==> src/rtl/hazard_ctrl.sv <==
// Hazard, forwarding and memory-wait sequencing for the five-stage RISC-V pipeline.
// Optional performance counters (StallCycles, FlushEvents) are built when HAZARD_PERF_CNT_EN is defined.
module hazard_ctrl #(
  parameter int MEM_TIMEOUT = 64,
  parameter int CNT_W       = 32
) (
  input  logic             clk,
  input  logic             reset,
  input  logic [4:0]       Rs1D,
  input  logic [4:0]       Rs2D,
  input  logic [4:0]       Rs1E,
  input  logic [4:0]       Rs2E,
  input  logic [4:0]       RdE,
  input  logic [4:0]       RdM,
  input  logic [4:0]       RdW,
  input  logic             RegWriteM,
  input  logic             RegWriteW,
  input  logic [1:0]       ResultSrcE,
  input  logic             PCSrcE,
  input  logic             MemReqM,
  input  logic             MemReadyM,
  output logic [1:0]       ForwardAE,
  output logic [1:0]       ForwardBE,
  output logic             StallF,
  output logic             StallD,
  output logic             StallE,
  output logic             StallM,
  output logic             StallW,
  output logic             FlushD,
  output logic             FlushE,
  output logic             MemBusy,
  output logic             MemErr
`ifdef HAZARD_PERF_CNT_EN
  ,
  output logic [CNT_W-1:0] StallCycles,
  output logic [CNT_W-1:0] FlushEvents
`endif
);

  if (MEM_TIMEOUT < 1 || MEM_TIMEOUT > 255) begin : g_bad_timeout
    $error("hazard_ctrl: MEM_TIMEOUT must be in 1..255");
  end
  if (CNT_W < 1) begin : g_bad_cnt_w
    $error("hazard_ctrl: CNT_W must be at least 1");
  end

  typedef enum logic [1:0] {
    S_IDLE = 2'd0,
    S_WAIT = 2'd1,
    S_ERR  = 2'd2
  } state_t;

  localparam logic [7:0] TMO = 8'(MEM_TIMEOUT);

  state_t     r_state;
  state_t     w_state_nxt;
  logic [7:0] r_wait_cnt;
  logic [7:0] w_wait_cnt_nxt;
  logic       r_mem_err;
  logic       w_mem_err_nxt;
  logic       w_mem_stall;
  logic       w_lw_stall;

  // M-stage result wins over W-stage result; x0 is never forwarded.
  function automatic logic [1:0] fwd_sel(input logic [4:0] rs,
                                         input logic       wr_m,
                                         input logic [4:0] rd_m,
                                         input logic       wr_w,
                                         input logic [4:0] rd_w);
    logic [1:0] sel;
    sel = 2'b00;
    if (wr_m && (rd_m != 5'd0) && (rd_m == rs))
      sel = 2'b10;
    else if (wr_w && (rd_w != 5'd0) && (rd_w == rs))
      sel = 2'b01;
    return sel;
  endfunction

  assign ForwardAE = fwd_sel(Rs1E, RegWriteM, RdM, RegWriteW, RdW);
  assign ForwardBE = fwd_sel(Rs2E, RegWriteM, RdM, RegWriteW, RdW);

  assign w_lw_stall = (ResultSrcE == 2'b01) && (RdE != 5'd0) &&
                      ((RdE == Rs1D) || (RdE == Rs2D));

  always_ff @(posedge clk) begin
    if (reset) begin
      r_state    <= S_IDLE;
      r_wait_cnt <= 8'd0;
      r_mem_err  <= 1'b0;
    end else begin
      r_state    <= w_state_nxt;
      r_wait_cnt <= w_wait_cnt_nxt;
      r_mem_err  <= w_mem_err_nxt;
    end
  end

  always_comb begin
    w_state_nxt    = r_state;
    w_wait_cnt_nxt = r_wait_cnt;
    w_mem_err_nxt  = r_mem_err;
    w_mem_stall    = 1'b0;
    case (r_state)
      S_IDLE: begin
        if (MemReqM && !MemReadyM) begin
          w_mem_stall    = 1'b1;
          w_state_nxt    = S_WAIT;
          w_wait_cnt_nxt = 8'd1;
        end
      end
      S_WAIT: begin
        if (MemReadyM) begin
          w_state_nxt    = S_IDLE;
          w_wait_cnt_nxt = 8'd0;
        end else begin
          w_mem_stall = 1'b1;
          if (r_wait_cnt >= TMO) begin
            w_state_nxt   = S_ERR;
            w_mem_err_nxt = 1'b1;
          end else begin
            w_wait_cnt_nxt = r_wait_cnt + 8'd1;
          end
        end
      end
      S_ERR: begin
        w_mem_stall = 1'b1;
      end
      default: begin
        w_state_nxt    = S_IDLE;
        w_wait_cnt_nxt = 8'd0;
      end
    endcase
  end

  // Memory freeze beats branch squash, which beats the load-use bubble.
  always_comb begin
    StallF = 1'b0;
    StallD = 1'b0;
    StallE = 1'b0;
    StallM = 1'b0;
    StallW = 1'b0;
    FlushD = 1'b0;
    FlushE = 1'b0;
    if (reset) begin
      FlushD = 1'b1;
      FlushE = 1'b1;
    end else if (w_mem_stall) begin
      StallF = 1'b1;
      StallD = 1'b1;
      StallE = 1'b1;
      StallM = 1'b1;
      StallW = 1'b1;
    end else if (PCSrcE) begin
      FlushD = 1'b1;
      FlushE = 1'b1;
    end else if (w_lw_stall) begin
      StallF = 1'b1;
      StallD = 1'b1;
      FlushE = 1'b1;
    end
  end

  assign MemBusy = (r_state == S_WAIT);
  assign MemErr  = r_mem_err;

`ifdef HAZARD_PERF_CNT_EN
  logic             w_any_stall;
  logic             w_br_flush;
  logic [CNT_W-1:0] r_stall_cycles;
  logic [CNT_W-1:0] r_flush_events;

  assign w_any_stall = StallF | StallD | StallE | StallM | StallW;
  assign w_br_flush  = PCSrcE && !w_mem_stall;

  always_ff @(posedge clk) begin
    if (reset) begin
      r_stall_cycles <= '0;
      r_flush_events <= '0;
    end else begin
      if (w_any_stall)
        r_stall_cycles <= r_stall_cycles + 1'b1;
      if (w_br_flush)
        r_flush_events <= r_flush_events + 1'b1;
    end
  end

  assign StallCycles = r_stall_cycles;
  assign FlushEvents = r_flush_events;
`else
  // Counter ports and state are not built in this configuration.
`endif

endmodule
==> config.mk <==
export PLATFORM = sky130hd
export DESIGN_NAME = hazard_ctrl
export DESIGN_NICKNAME = d
export VERILOG_FILES = /design/src/rtl/hazard_ctrl.sv
export SDC_FILE = /design/constraint.sdc
export NUM_CORES = 1
export LEC_CHECK = 0
export BUFFER_PORTS_ARGS = -buffer_cell sky130_fd_sc_hd__buf_2
export CORE_ASPECT_RATIO = 1.4
export CORE_MARGIN = 5
export CORE_UTILIZATION = 47
export DETAILED_ROUTE_END_ITERATION = 6
export GPL_TIMING_DRIVEN = 0
export MAX_ROUTING_LAYER = met4
export PLACE_DENSITY = 0.92
export SETUP_SLACK_MARGIN = 0.4
export SYNTH_ARGS = -nofsm -noshare
export SYNTH_HDL_FRONTEND = slang
export SYNTH_SLANG_ARGS = --single-unit
==> constraint.sdc <==
create_clock -name clk -period 2.3 [get_ports clk]
set_clock_uncertainty 0.05 [all_clocks]
set_input_delay 0.23 -clock clk [delete_from_list [all_inputs] [get_ports clk]]
set_output_delay 0.23 -clock clk [all_outputs]
set_load 0.02 [all_outputs]
# ---- After elaboration in Yosys (flattened, before gate mapping)
# Cells that the tools add are included.
dict set report classes {
  addsub 1
  magnitude_cmp 1
  eq_ne 12
  muxes 27
  bitwise_logic 2
  reduce_logical 18
}
# op n
set op_table {}
lappend op_table {{equality test 5 bit} 6}
lappend op_table {{2-to-1 mux 8 bit} 3}
lappend op_table {{one-hot mux 8 bit (3 select lines)} 1}
lappend op_table {{2-to-1 mux 1 bit} 16}
lappend op_table {{nonzero test 5 bit} 3}
lappend op_table {{2-to-1 mux 2 bit} 5}
lappend op_table {{logical AND 1 bit} 9}
lappend op_table {{AND reduction 3 bit} 3}
lappend op_table {{adder 8 x 1 -> 8 bit, second input constant} 1}
lappend op_table {{greater-or-equal comparator 8 x 7 -> 1 bit, second input constant} 1}
lappend op_table {{one-hot mux 2 bit (3 select lines)} 1}
lappend op_table {{equality test 2 x 1 -> 1 bit, second input constant} 2}
lappend op_table {{inequality test 3 x 2 -> 1 bit, second input constant} 1}
lappend op_table {{inequality test 3 bit, second input constant} 1}
lappend op_table {{one-hot mux 1 bit (3 select lines)} 1}
lappend op_table {{equality test 2 bit, second input constant} 1}
lappend op_table {{logical NOT 2 bit} 1}
lappend op_table {{inequality test 2 bit, second input constant} 1}
lappend op_table {{inverter 1 bit} 2}
lappend op_table {{logical NOT 1 bit} 1}
lappend op_table {{logical OR 1 bit} 1}
dict set report totals {
  reg_bits 11
  inputBits 44
  out_inout_bits 13
  wordCells 64
}

# ---- Depth between registers and ports, before layout
# Gate-level depths: netlist of run 1.
dict set report logic_depth {
  depth_word 7
  mapped_depth 5
  mapped_depth_nobuf 4
}

# ---- Least setup slack after synthesis of run 1
# Ideal clock, no wire load.
dict set report synth_timing {
  path_type {input port to output port}
  start {in RdM[1]}
  end {out ForwardAE[0]}
  arrival_time_ps 1791
  required_ps 2020
  slack_ps 229
  path_stages 4
  n_path_buf 0
  cell_sequence {or4_1 > o21ai_1 > nor4_1 > nor4_1}
}
dict set report synth_between {
  elab_chain_cells 4
  elab_cells_between_ends 5
  classes_between {1 x eq/ne; 1 x mux; 3 x reduce/logical}
}
# item line_no
set synth_lines {}
lappend synth_lines {{start, declared} 14} ;# input logic [4:0] RdM,
lappend synth_lines {{nonzero test 5 bit} 72} ;# if (wr_m && (rd_m != 5'd0) && (rd_m == rs))
lappend synth_lines {{logical AND 1 bit} 72}
lappend synth_lines {{logical AND 1 bit *} 72}
lappend synth_lines {{2-to-1 mux 2 bit *} 72}
lappend synth_lines {{end, declared} 22} ;# output logic [1:0] ForwardAE,
# Mark *: on every way between the ends. The rest lies on a longest branch, timed or not.

# ---- Worst setup path after layout of run 1
dict set report layout_timing {
  start {reg r_state[0]}
  end {out FlushE}
}
dict set report layout_between {
  elab_chain_cells 4
  elab_cells_between_ends 6
  classes_between {2 x eq/ne; 3 x mux; 1 x reduce/logical}
}
# item line_no
set layout_lines {}
lappend layout_lines {{start, declared} 55} ;# state_t r_state;
lappend layout_lines {{start signal, assigned} 91} ;# r_state <= w_state_nxt;
lappend layout_lines {{equality test 2 bit, or another cell as far along} 102} ;# case (r_state)
lappend layout_lines {{one-hot mux 1 bit (3 select lines) *} 102}
lappend layout_lines {{2-to-1 mux 1 bit *} 146} ;# end else if (w_mem_stall) begin
lappend layout_lines {{2-to-1 mux 1 bit *} 143} ;# if (reset) begin
lappend layout_lines {{end, declared} 30} ;# output logic FlushE,
# Marked as above.

==> impl_results.md, run 1 <==
* Result of the run: complete, no violations
* Buffer cell driving the clock tree root: sky130_fd_sc_hd__clkbuf_4
* Number of buffers between clock root and the deepest sink at 2
* Per-cell routed wire length at 16.38 um
* Reg2Reg Launch Point: r_wait_cnt[6]
* Total number of clock tree sinks at 11
* Initial standard-cell utilization of the core at 50.25%
* Worst reg-to-reg path cell count at 5
* Psw at 0.1850 mW
* Synthesis Warnings at 0
* Ports at 57
* Switching Share at 34.30%
* Endpoint kind of the worst setup timing path: output port
* Combinational fraction of design power at 37.1%
* Clk Latency, worst-skew pair at 280 ps
* Number of pins exceeding their max-slew limit in the final report at 0
* DP Wirelength at 2.410 mm
* Synthesis-to-finish area growth at 47.88%
* FFs w/ async S/R, synth at 0%
* Maximum operating frequency at 531.4 MHz
* Total global routing track utilization at 21.13%
* Main combinational cell family by area after synthesis: simple AND/OR/NAND/NOR gates
* Synthesized flop and latch total at 11
* PD cells at 363.4 nW/um^2
* Remaining max-slew budget at the tightest pin at 62.80%
* Timing startpoint of the critical path: r_state[0]
* First-pass GRT wire length at 5.306 mm
* Mux cell area share after synthesis at 4.115%
* WS Path Type: flop to output port
* Count of mapped cells out of synthesis at 125
* Seq/Total Area, Yosys at 21.95%
* Depth of the CTS H-tree at 1
* Max-cap check violation count at 0
* Share of layout cells above drive strength 1 at 47.06%
* Static leakage at 0.6420 nW
* Critical Path RT at 2020 ps
* Actual slew at the worst max-slew pin at 557.9 ps
* Post-DRT Antenna Nets at 0
* Critical path launch point type: flop
* Min-Delay Path Class: input port to flop
* Vias in the first global route at 1,276
* CTS hold repair buffers at 0
* Syn_nets at 170
* Worst Min Path Start: MemReadyM
* # diodes at 0
* Reg clk slew, reported paths at 80 ps
* Distinct cells, synth at 36
* Number of hold-slack violations in the final timing report at 0
* Horizontal die dimension at 49.05 um
* Combined area of all synthesized cells at 1003 sq um
* Die extent in y at 64.67 um
* Post-synth top flop: sky130_fd_sc_hd__dfxtp_1
* Post-detailed-routing wire length at 3.407 mm
* Instance count after placement with tap cells included at 201
* Number of synthesized flops with an enable pin at 0
* Unrepaired setup endpoints after global routing: true
* Share of the synthesized netlist area taken by xor and xnor gates at 26.18%
* CTS Buf Count at 3
* Compound-cell area share of the yosys netlist at 11.97%
* First-pass iteration count of the detailed router at 4
* Aggregate global routing overflow at 0
* Setup violation total in the final timing report at 0
* Detailed-route vias per instance at 5.683
* Cells on Worst Hold Path at 4
* Antenna violations before repair at 0
* Part of the power in the clock network at 26.5%
* DRC violations left at 0
* Fraction of the mapped netlist area in adder cells at 1.247%
* Gp weighted congestion at 0.8809
* Pin count of the biggest net entering global routing at 11
* Number of fill cells in the layout at 142
* Sequential share of power at 36.4%
* Final-layout setup total negative slack at 0 ps
* Minimum period implied by the final worst setup slack at 1882 ps
* Maximum vdd drop at 257.5 uV
* Period Utilization, post-route at 81.82%
* CP Max Fanout at 6
* Core area at 1997 sq um
* Total number of vias at 1,182
* Non-filler instance count after layout at 208
* Synth Area in Simple Gates at 29.30%
* Avg Synthesized Cell Area at 8.028 sq um
* Net count of the finished layout at 233
* Total die area at 3172 sq um
* CP arrival at 1600 ps
* Number of I/O port buffers at 55
* Internal power of the cells at 0.3543 mW
* CTS tree: built
* Initial drt markers at 29
* Std-Cell Rows at 19
area by class of cell:
class | instances | area [sq um] | share of cell area, %
plain buffers | 6 | 56.30 | 3.794
clock buffers | 4 | 26.28 | 1.771
inverters | 3 | 11.26 | 0.7589
multi-input cells | 105 | 825.8 | 55.65
flip-flops and latches | 11 | 222.7 | 15.01
well taps | 21 | 26.28 | 1.771
repair buffers | 58 | 315.3 | 21.25
worst max-delay path, cell delays in order, from the launching register on:
cell and delay (ps):
sky130_fd_sc_hd__dfxtp_2 340, sky130_fd_sc_hd__buf_8 120, sky130_fd_sc_hd__or2_4 240, sky130_fd_sc_hd__a21oi_4 160, sky130_fd_sc_hd__buf_6 130, sky130_fd_sc_hd__a21oi_2 70, sky130_fd_sc_hd__o31ai_2 80, sky130_fd_sc_hd__buf_4 170
through the flow:
stage	total power, mW	area [sq um]	utilization [%]	worst slack (ps)	hold WS, ps
2_1_floorplan	0.2921	1021	-	416.5	372.1
3_3_place_gp	0.3598	1323	66.23	385.9	394.6
3_5_place_dp	0.3676	1323	66.23	350.2	416.5
4_1_cts	0.5149	1420	71.12	395.4	236.2
5_1_grt	0.5625	1484	74.31	369.7	302.3
6_report	0.5393	1484	74.31	418.1	286.3
cell families (layout without fill, tap and decap cells):
family / count (synthesis) / count (layout)
compound gates: 19 / 19
mux: 4 / 4
buf+inv: 9 / 71
flops: 11 / 11
xor+xnor: 30 / 30
fa+ha+maj: 1 / 1
simple gates: 51 / 51
layer usage:
metal | global-route usage [%] | vias to the layer above | share of wire [%]
met5 | - | - | 0
met4 | 8.081 | 0 | 3.2
met3 | 2.294 | 11 | 7.3
met2 | 39.87 | 64 | 53
met1 | 21.99 | 539 | 36
li1 | - | 568 | -
sequential cells by signal, indices dropped and copies added, names as in the netlist:
register,count
r_state,2
r_wait_cnt,8
MemErr,1
final timing paths:
check / slack (ps) / to
setup / recovery: 420 / FlushE
hold / removal: 290 / r_wait_cnt[1]
setup reg to reg: 650 / r_wait_cnt[3]
hold reg to reg: 430 / r_wait_cnt[5]
synthesized netlist by cell type (2+ instances only):
cell type / instances / area share (%)
sky130_fd_sc_hd__or4_1: 7 / 5.2
sky130_fd_sc_hd__inv_1: 3 / 1.1
sky130_fd_sc_hd__nor3_1: 3 / 1.5
sky130_fd_sc_hd__nand3_1: 4 / 2.0
sky130_fd_sc_hd__or2_2: 2 / 1.2
sky130_fd_sc_hd__nor2b_1: 2 / 1.2
sky130_fd_sc_hd__nor4_1: 7 / 4.4
sky130_fd_sc_hd__xor2_1: 24 / 21
sky130_fd_sc_hd__nand2b_1: 2 / 1.2
sky130_fd_sc_hd__a21oi_1: 8 / 4.0
sky130_fd_sc_hd__o21ai_1: 2 / 1.0
sky130_fd_sc_hd__buf_4: 3 / 2.2
sky130_fd_sc_hd__mux2i_1: 3 / 3.0
sky130_fd_sc_hd__o31ai_1: 3 / 2.2
sky130_fd_sc_hd__dfxtp_1: 11 / 22
sky130_fd_sc_hd__clkbuf_1: 2 / 0.75
sky130_fd_sc_hd__nand2_1: 5 / 1.9
sky130_fd_sc_hd__xnor2_1: 6 / 5.2
sky130_fd_sc_hd__nor2_1: 10 / 3.7
sky130_fd_sc_hd__nor4b_1: 2 / 1.7
power by group through the flow:
stage          clock network, mW  registers [mW]  logic, mW
2_1_floorplan                  0           0.199     0.0928
3_3_place_gp                   0           0.200      0.160
3_5_place_dp                   0           0.200      0.167
4_1_cts                    0.137           0.196      0.182
5_1_grt                    0.149           0.196      0.217
6_report                   0.143           0.196      0.200
repair_timing:
item	4_1_cts	5_1_grt
hold endpoints to repair	0	0
setup endpoints to repair	9	6
buffers inserted	3	0
resized for setup	16	15
pin swaps	1	6
cloned	0	0
cells in the final DEF (no fill, tap or decap), types with 2 or more instances in the layout:
| cell type | count |
|---|---|
| sky130_fd_sc_hd__nand2b_1 | 2 |
| sky130_fd_sc_hd__nor2_1 | 8 |
| sky130_fd_sc_hd__o31ai_1 | 2 |
| sky130_fd_sc_hd__clkbuf_1 | 2 |
| sky130_fd_sc_hd__inv_1 | 3 |
| sky130_fd_sc_hd__nand3_1 | 4 |
| sky130_fd_sc_hd__nor4_2 | 3 |
| sky130_fd_sc_hd__or4_1 | 5 |
| sky130_fd_sc_hd__nand2_1 | 5 |
| sky130_fd_sc_hd__nor4b_1 | 2 |
| sky130_fd_sc_hd__dfxtp_1 | 9 |
| sky130_fd_sc_hd__mux2i_1 | 3 |
| sky130_fd_sc_hd__xor2_1 | 24 |
| sky130_fd_sc_hd__buf_4 | 7 |
| sky130_fd_sc_hd__dfxtp_2 | 2 |
| sky130_fd_sc_hd__xnor2_1 | 6 |
| sky130_fd_sc_hd__or4_4 | 2 |
| sky130_fd_sc_hd__buf_6 | 4 |
| sky130_fd_sc_hd__clkbuf_4 | 3 |
| sky130_fd_sc_hd__nor4_1 | 4 |
| sky130_fd_sc_hd__buf_2 | 51 |
| sky130_fd_sc_hd__nor3_1 | 3 |
| sky130_fd_sc_hd__a21oi_1 | 6 |
Power figures use the tool's default switching activity.
==> inputs of run 2 (changes only) <==
Settings changed: CORE_UTILIZATION 47 to 44, PLACE_DENSITY 0.92 to 0.87.
Clock period 2.3 ns to 1.75 ns, I/O delays scaled along.
==> impl_results.md, run 2 (same netlist as run 1, synthesis figures left out) <==
* Final-layout setup total negative slack at -262.7 ps
* Unrepaired setup endpoints after global routing: true
* Total number of clock tree sinks at 11
* Number of flip-flops under the largest register name at 8
* Minimum period implied by the final worst setup slack at 1849 ps
* First-pass GRT wire length at 5.554 mm
* Post-DRT Antenna Nets at 0
* Number of I/O port buffers at 55
* DP Wirelength at 2.460 mm
* First-pass iteration count of the detailed router at 4
* Result of the run: finished with violations
* Per-cell routed wire length at 16.09 um
* CTS Buf Count at 3
* M1 WL at 1.233 mm
* Net count of the finished layout at 236
* Detailed-route vias per instance at 5.627
* Hold Slack at 189.8 ps
* Maximum operating frequency at 540.8 MHz
* Gp weighted congestion at 0.9145
* Initial standard-cell utilization of the core at 46.09%
* Number of fill cells in the layout at 128
* Setup violation total in the final timing report at 5
* Pin count of the biggest net entering global routing at 11
* Reg with most FFs: r_wait_cnt
* Final design utilization at 80.63%
* DRC violations left at 0
* Period Utilization, post-route at 105.7%
* Combinational fraction of design power at 42.4%
* Maximum vdd drop at 429.8 uV
* Final cell area excluding filler cells at 1755 sq um
* Number of pins exceeding their max-slew limit in the final report at 0
* Failing checks: negative setup slack
* Depth of the CTS H-tree at 1
* WS Path Type: flop to output port
* Instance count after placement with tap cells included at 202
* Core area at 2177 sq um
* Ports at 57
* CTS tree: built
* Std-Cell Rows at 20
* Overall power after layout at 0.7596 mW
* Switching Share at 33.31%
* Endpoint kind of the worst setup timing path: output port
* Reg clk slew, reported paths at 70 ps
* Number of hold-slack violations in the final timing report at 0
* Part of the power in the clock network at 23.4%
* Number of buffers between clock root and the deepest sink at 2
* CP arrival at 1620 ps
* Post-detailed-routing wire length at 3.412 mm
* Share of layout cells above drive strength 1 at 52.63%
* Critical Path RT at 1520 ps
* Met2 wire len at 1.849 mm
* Critical path launch point type: flop
* PD cells at 432.7 nW/um^2
* Total global routing track utilization at 21.35%
* Remaining max-slew budget at the tightest pin at 54.39%
* CTS hold repair buffers at 0
* Vias in the first global route at 1,254
* Worst path setup slack after routing at -99.24 ps
* Met3 routed WL at 269 um
* Commonest cells after routing, fill and taps aside: sky130_fd_sc_hd__buf_2 (33), sky130_fd_sc_hd__xor2_1 (24), sky130_fd_sc_hd__buf_6 (16), sky130_fd_sc_hd__buf_4 (11), sky130_fd_sc_hd__dfxtp_1 (9)
* Clk Latency, worst-skew pair at 280 ps
* Static leakage at 0.7122 nW
* Synthesis-to-finish area growth at 74.94%
* Highest signal layer in the routed design: met4
* Initial drt markers at 20
* Most common cell after layout, fill and taps aside: sky130_fd_sc_hd__buf_2
* Psw at 0.2530 mW
* Sequential share of power at 34.1%
* Non-filler instance count after layout at 212
* Antenna violations before repair at 0
* Max-cap check violation count at 0
* Total die area at 3349 sq um
* Horizontal die dimension at 50.36 um
* CP Max Fanout at 4
* Die extent in y at 66.51 um
* Actual slew at the worst max-slew pin at 684.2 ps
* Min-Delay Path Class: input port to flop
* # diodes at 0
* Aggregate global routing overflow at 0
* Buffer cell driving the clock tree root: sky130_fd_sc_hd__clkbuf_4
* Worst-case setup slack after placement at -75.51 ps
* Total number of vias at 1,193
* Internal power of the cells at 0.5066 mW
* Placement-stage cell area at 1465 sq um
-- run 2: area by class of cell --
cell class	count	area (sq um)	share of cell area, %
Timing Repair Buffer	61	461.7	26.30
Buffer	6	60.06	3.421
Clock buffer	4	26.28	1.497
Multi-Input combinational cell	105	945.9	53.88
Sequential cell	11	222.7	12.69
Tap cell	22	27.53	1.568
Inverter	3	11.26	0.6415
-- run 2: what timing repair did --
action / 4_1_cts / 5_1_grt
endpoints found under the hold margin: 0 / 0
gates resized for setup: 43 / 13
setup buffers: 4 / 2
setup endpoints to repair: 17 / 20
pin swaps: 11 / 4
-- run 2: final timing paths --
| kind | depth (start not counted) | end | from | slack, ps |
|---|---|---|---|---|
| max | 6 | FlushE | r_state[0] | -100 |
| min | 3 | r_state[0] | MemReadyM | 190 |
| max reg2reg | 6 | r_wait_cnt[6] | r_state[0] | 20 |
| min reg2reg | 2 | r_wait_cnt[5] | r_wait_cnt[5] | 440 |
-- run 2: critical path, stage by stage (launching register included) --
cell,delay (ps)
sky130_fd_sc_hd__dfxtp_2,330
sky130_fd_sc_hd__buf_8,110
sky130_fd_sc_hd__or2_4,230
sky130_fd_sc_hd__a21oi_4,250
sky130_fd_sc_hd__nor2_4,90
sky130_fd_sc_hd__o31ai_4,200
sky130_fd_sc_hd__buf_6,150
-- run 2: routing by layer --
metal	track usage, %	vias to the layer above
li1	-	573
met1	21.64	557
met2	40.72	56
met3	4.027	7
met4	6.070	0
met5	-	-
-- run 2: power groups by stage --
| stage | Sequential (mW) | Clock, mW | Combinational, mW |
|---|---|---|---|
| after floorplan | 0.262 | 0 | 0.153 |
| after global placement | 0.263 | 0 | 0.246 |
| after detailed placement | 0.263 | 0 | 0.255 |
| after CTS | 0.258 | 0.180 | 0.307 |
| after global routing | 0.259 | 0.200 | 0.345 |
| final | 0.259 | 0.178 | 0.322 |
==> inputs of run 3 (changes only) <==
==> constraint.sdc (replaced) <==
create_clock -name clk -period 1.75 [get_ports clk]
set_clock_uncertainty 0.05 [all_clocks]
set_input_delay 0.35 -clock clk [delete_from_list [all_inputs] [get_ports clk]]
set_output_delay 0.35 -clock clk [all_outputs]
set_load 0.02 [all_outputs]
==> impl_results.md, run 3 (same netlist as run 1, synthesis figures left out) <==
* Result of the run: finished with violations
* Aggregate global routing overflow at 0
* CP Max Fanout at 2
* Min-Delay Path Class: input port to flop
* PD cells at 419.4 nW/um^2
* Max incr delay on CP at 550 ps
* Number of I/O port buffers at 55
* Cells traversed along the worst timing path: buf_6 -> xor2_1 -> or4_4 -> nor4_4 -> buf_4
* Number of flip-flops under the largest register name at 8
* Reg clk slew, reported paths at 70 ps
* Maximum vdd drop at 675.2 uV
* Reg-to-reg critical path endpoint: r_wait_cnt[2]
* CP arrival at 1660 ps
* Actual slew at the worst max-slew pin at 755.0 ps
* Internal power of the cells at 0.5123 mW
* Minimum period implied by the final worst setup slack at 2059 ps
* Commonest cells after routing, fill and taps aside: sky130_fd_sc_hd__buf_2 (34), sky130_fd_sc_hd__xor2_1 (24), sky130_fd_sc_hd__buf_6 (20), sky130_fd_sc_hd__buf_4 (15), sky130_fd_sc_hd__dfxtp_1 (8)
* DRC violations left at 0
* Endpoint kind of the worst setup timing path: output port
* Antenna violations before repair at 0
* Most common cell after layout, fill and taps aside: sky130_fd_sc_hd__buf_2
* DP Wirelength at 2.512 mm
* Total number of clock tree sinks at 11
* Hold Slack at 430.1 ps
* Timing startpoint of the critical path: Rs2E[1]
* Clk Latency, worst-skew pair at 280 ps
* Reg with most FFs: r_wait_cnt
* Reg2Reg Launch Point: r_wait_cnt[6]
* CTS tree: built
* CTS Buf Count at 3
* Synthesis-to-finish area growth at 87.66%
* Part of the power in the clock network at 23.1%
* Switching Share at 35.13%
* # diodes at 0
* Buf/Inv on CP at 2
* CTS hold repair buffers at 0
* Remaining max-slew budget at the tightest pin at 49.66%
* WS Path Type: input port to output port
* Final design utilization at 86.49%
* First-pass iteration count of the detailed router at 5
* Number of pins exceeding their max-slew limit in the final report at 0
* Failing checks: negative setup slack
* Total number of vias at 1,240
* Buffer cell driving the clock tree root: sky130_fd_sc_hd__clkbuf_4
* Combinational fraction of design power at 44.4%
* Worst reg-to-reg path cell count at 5
* Sequential share of power at 32.5%
* Unrepaired setup endpoints after global routing: true
* Share of layout cells above drive strength 1 at 59.90%
* Cells on Worst Hold Path at 3
* Psw at 0.2774 mW
* Worst path setup slack after routing at -308.6 ps
* Net count of the finished layout at 243
* Vias in the first global route at 1,322
* Per-cell routed wire length at 18.26 um
* Cell with the largest stage delay on the worst path: sky130_fd_sc_hd__or4_4
* Worst Min Path Start: MemReadyM
* Number of hold-slack violations in the final timing report at 0
* Detailed-route vias per instance at 5.662
* Pin count of the biggest net entering global routing at 11
* Gp weighted congestion at 0.8217
* Ports at 57
* Std-Cell Rows at 20
* Initial standard-cell utilization of the core at 46.09%
* Worst path depth at 5
* Depth of the CTS H-tree at 1
* Initial drt markers at 38
* Critical path launch point type: input port
* Total die area at 3349 sq um
* Critical Path RT at 1350 ps
* Setup violation total in the final timing report at 11
* First-pass GRT wire length at 5.720 mm
* Number of buffers between clock root and the deepest sink at 2
* Crit-path leading delay family: simple AND/OR/NAND/NOR gates
* Static leakage at 0.7591 nW
* R2R Setup Slk at 190 ps
* Die extent in y at 66.51 um
* Horizontal die dimension at 50.36 um
* Post-DRT Antenna Nets at 0
* Period Utilization, post-route at 117.6%
* Maximum operating frequency at 485.8 MHz
* Worst hold endpoint: r_state[0]
* Total global routing track utilization at 22.12%
* Max-cap check violation count at 0
* Core area at 2177 sq um
* Post-detailed-routing wire length at 3.999 mm
==> run 3: cell types whose count changed in the layout (fill, tap and decap cells not counted), sizes merged <==
| cell | delta |
|---|---|
| buf | +7 |
==> run 3: worst max-delay path by stage <==
stage                         endpoint  slack (ps)
after floorplan                 StallF        -120
after global placement          StallF        -350
after detailed placement  ForwardBE[0]        -400
after CTS                       FlushE        -270
after global routing      ForwardBE[0]        -360
final                     ForwardBE[0]        -310
==> run 3: tightest hold or removal path, cell delays in order <==
cell                     delay, ps
sky130_fd_sc_hd__buf_2         150
sky130_fd_sc_hd__or2_4         160
sky130_fd_sc_hd__nor3_1         50
==> run 3: metal layers <==
| layer | GRT usage, % | share of wire [%] | wire (um) |
|---|---|---|---|
| met1 | 21.69 | 36 | 1432 |
| met2 | 42.61 | 55 | 2196 |
| met3 | 5.369 | 8.5 | 338 |
| met4 | 5.431 | 0.78 | 31 |
| met5 | - | 0 | 0 |
==> run 3: power by group through the flow <==
stage	combinational [mW]	sequential [mW]	clock, mW
6_report	0.351	0.257	0.182
5_1_grt	0.374	0.257	0.199
4_1_cts	0.308	0.257	0.182
3_5_place_dp	0.261	0.263	0
3_3_place_gp	0.250	0.263	0
2_1_floorplan	0.157	0.262	0
==> run 3: area by class of cell <==
type | count | area (sq um)
clock buffers | 4 | 26.28
multi-input cells | 105 | 1020
well taps | 22 | 27.53
fillers | 101 | 294.0
flip-flops and latches | 11 | 226.5
plain buffers | 6 | 67.56
inverters | 3 | 11.26
repair buffers | 68 | 504.2
==> run 3: stage by stage <==
stage	cells	instance area, sq um	total power, mW	setup slack, ps	setup TNS [ps]
floorplan	125	1174	0.4186	-122.2	-403.0
global placement	202	1476	0.5128	-346.4	-1814
detailed placement	202	1476	0.5242	-396.8	-2021
CTS	212	1689	0.7472	-269.3	-1989
global route	219	1883	0.8305	-364.4	-2501
finish	219	1883	0.7897	-308.6	-1879
==> run 3: repair_timing <==
| item | CTS | global route |
|---|---|---|
| pin swaps | 9 | 13 |
| endpoints found under the setup margin | 18 | 19 |
| setup buffers | 6 | 7 |
| gates resized for setup | 42 | 33 |
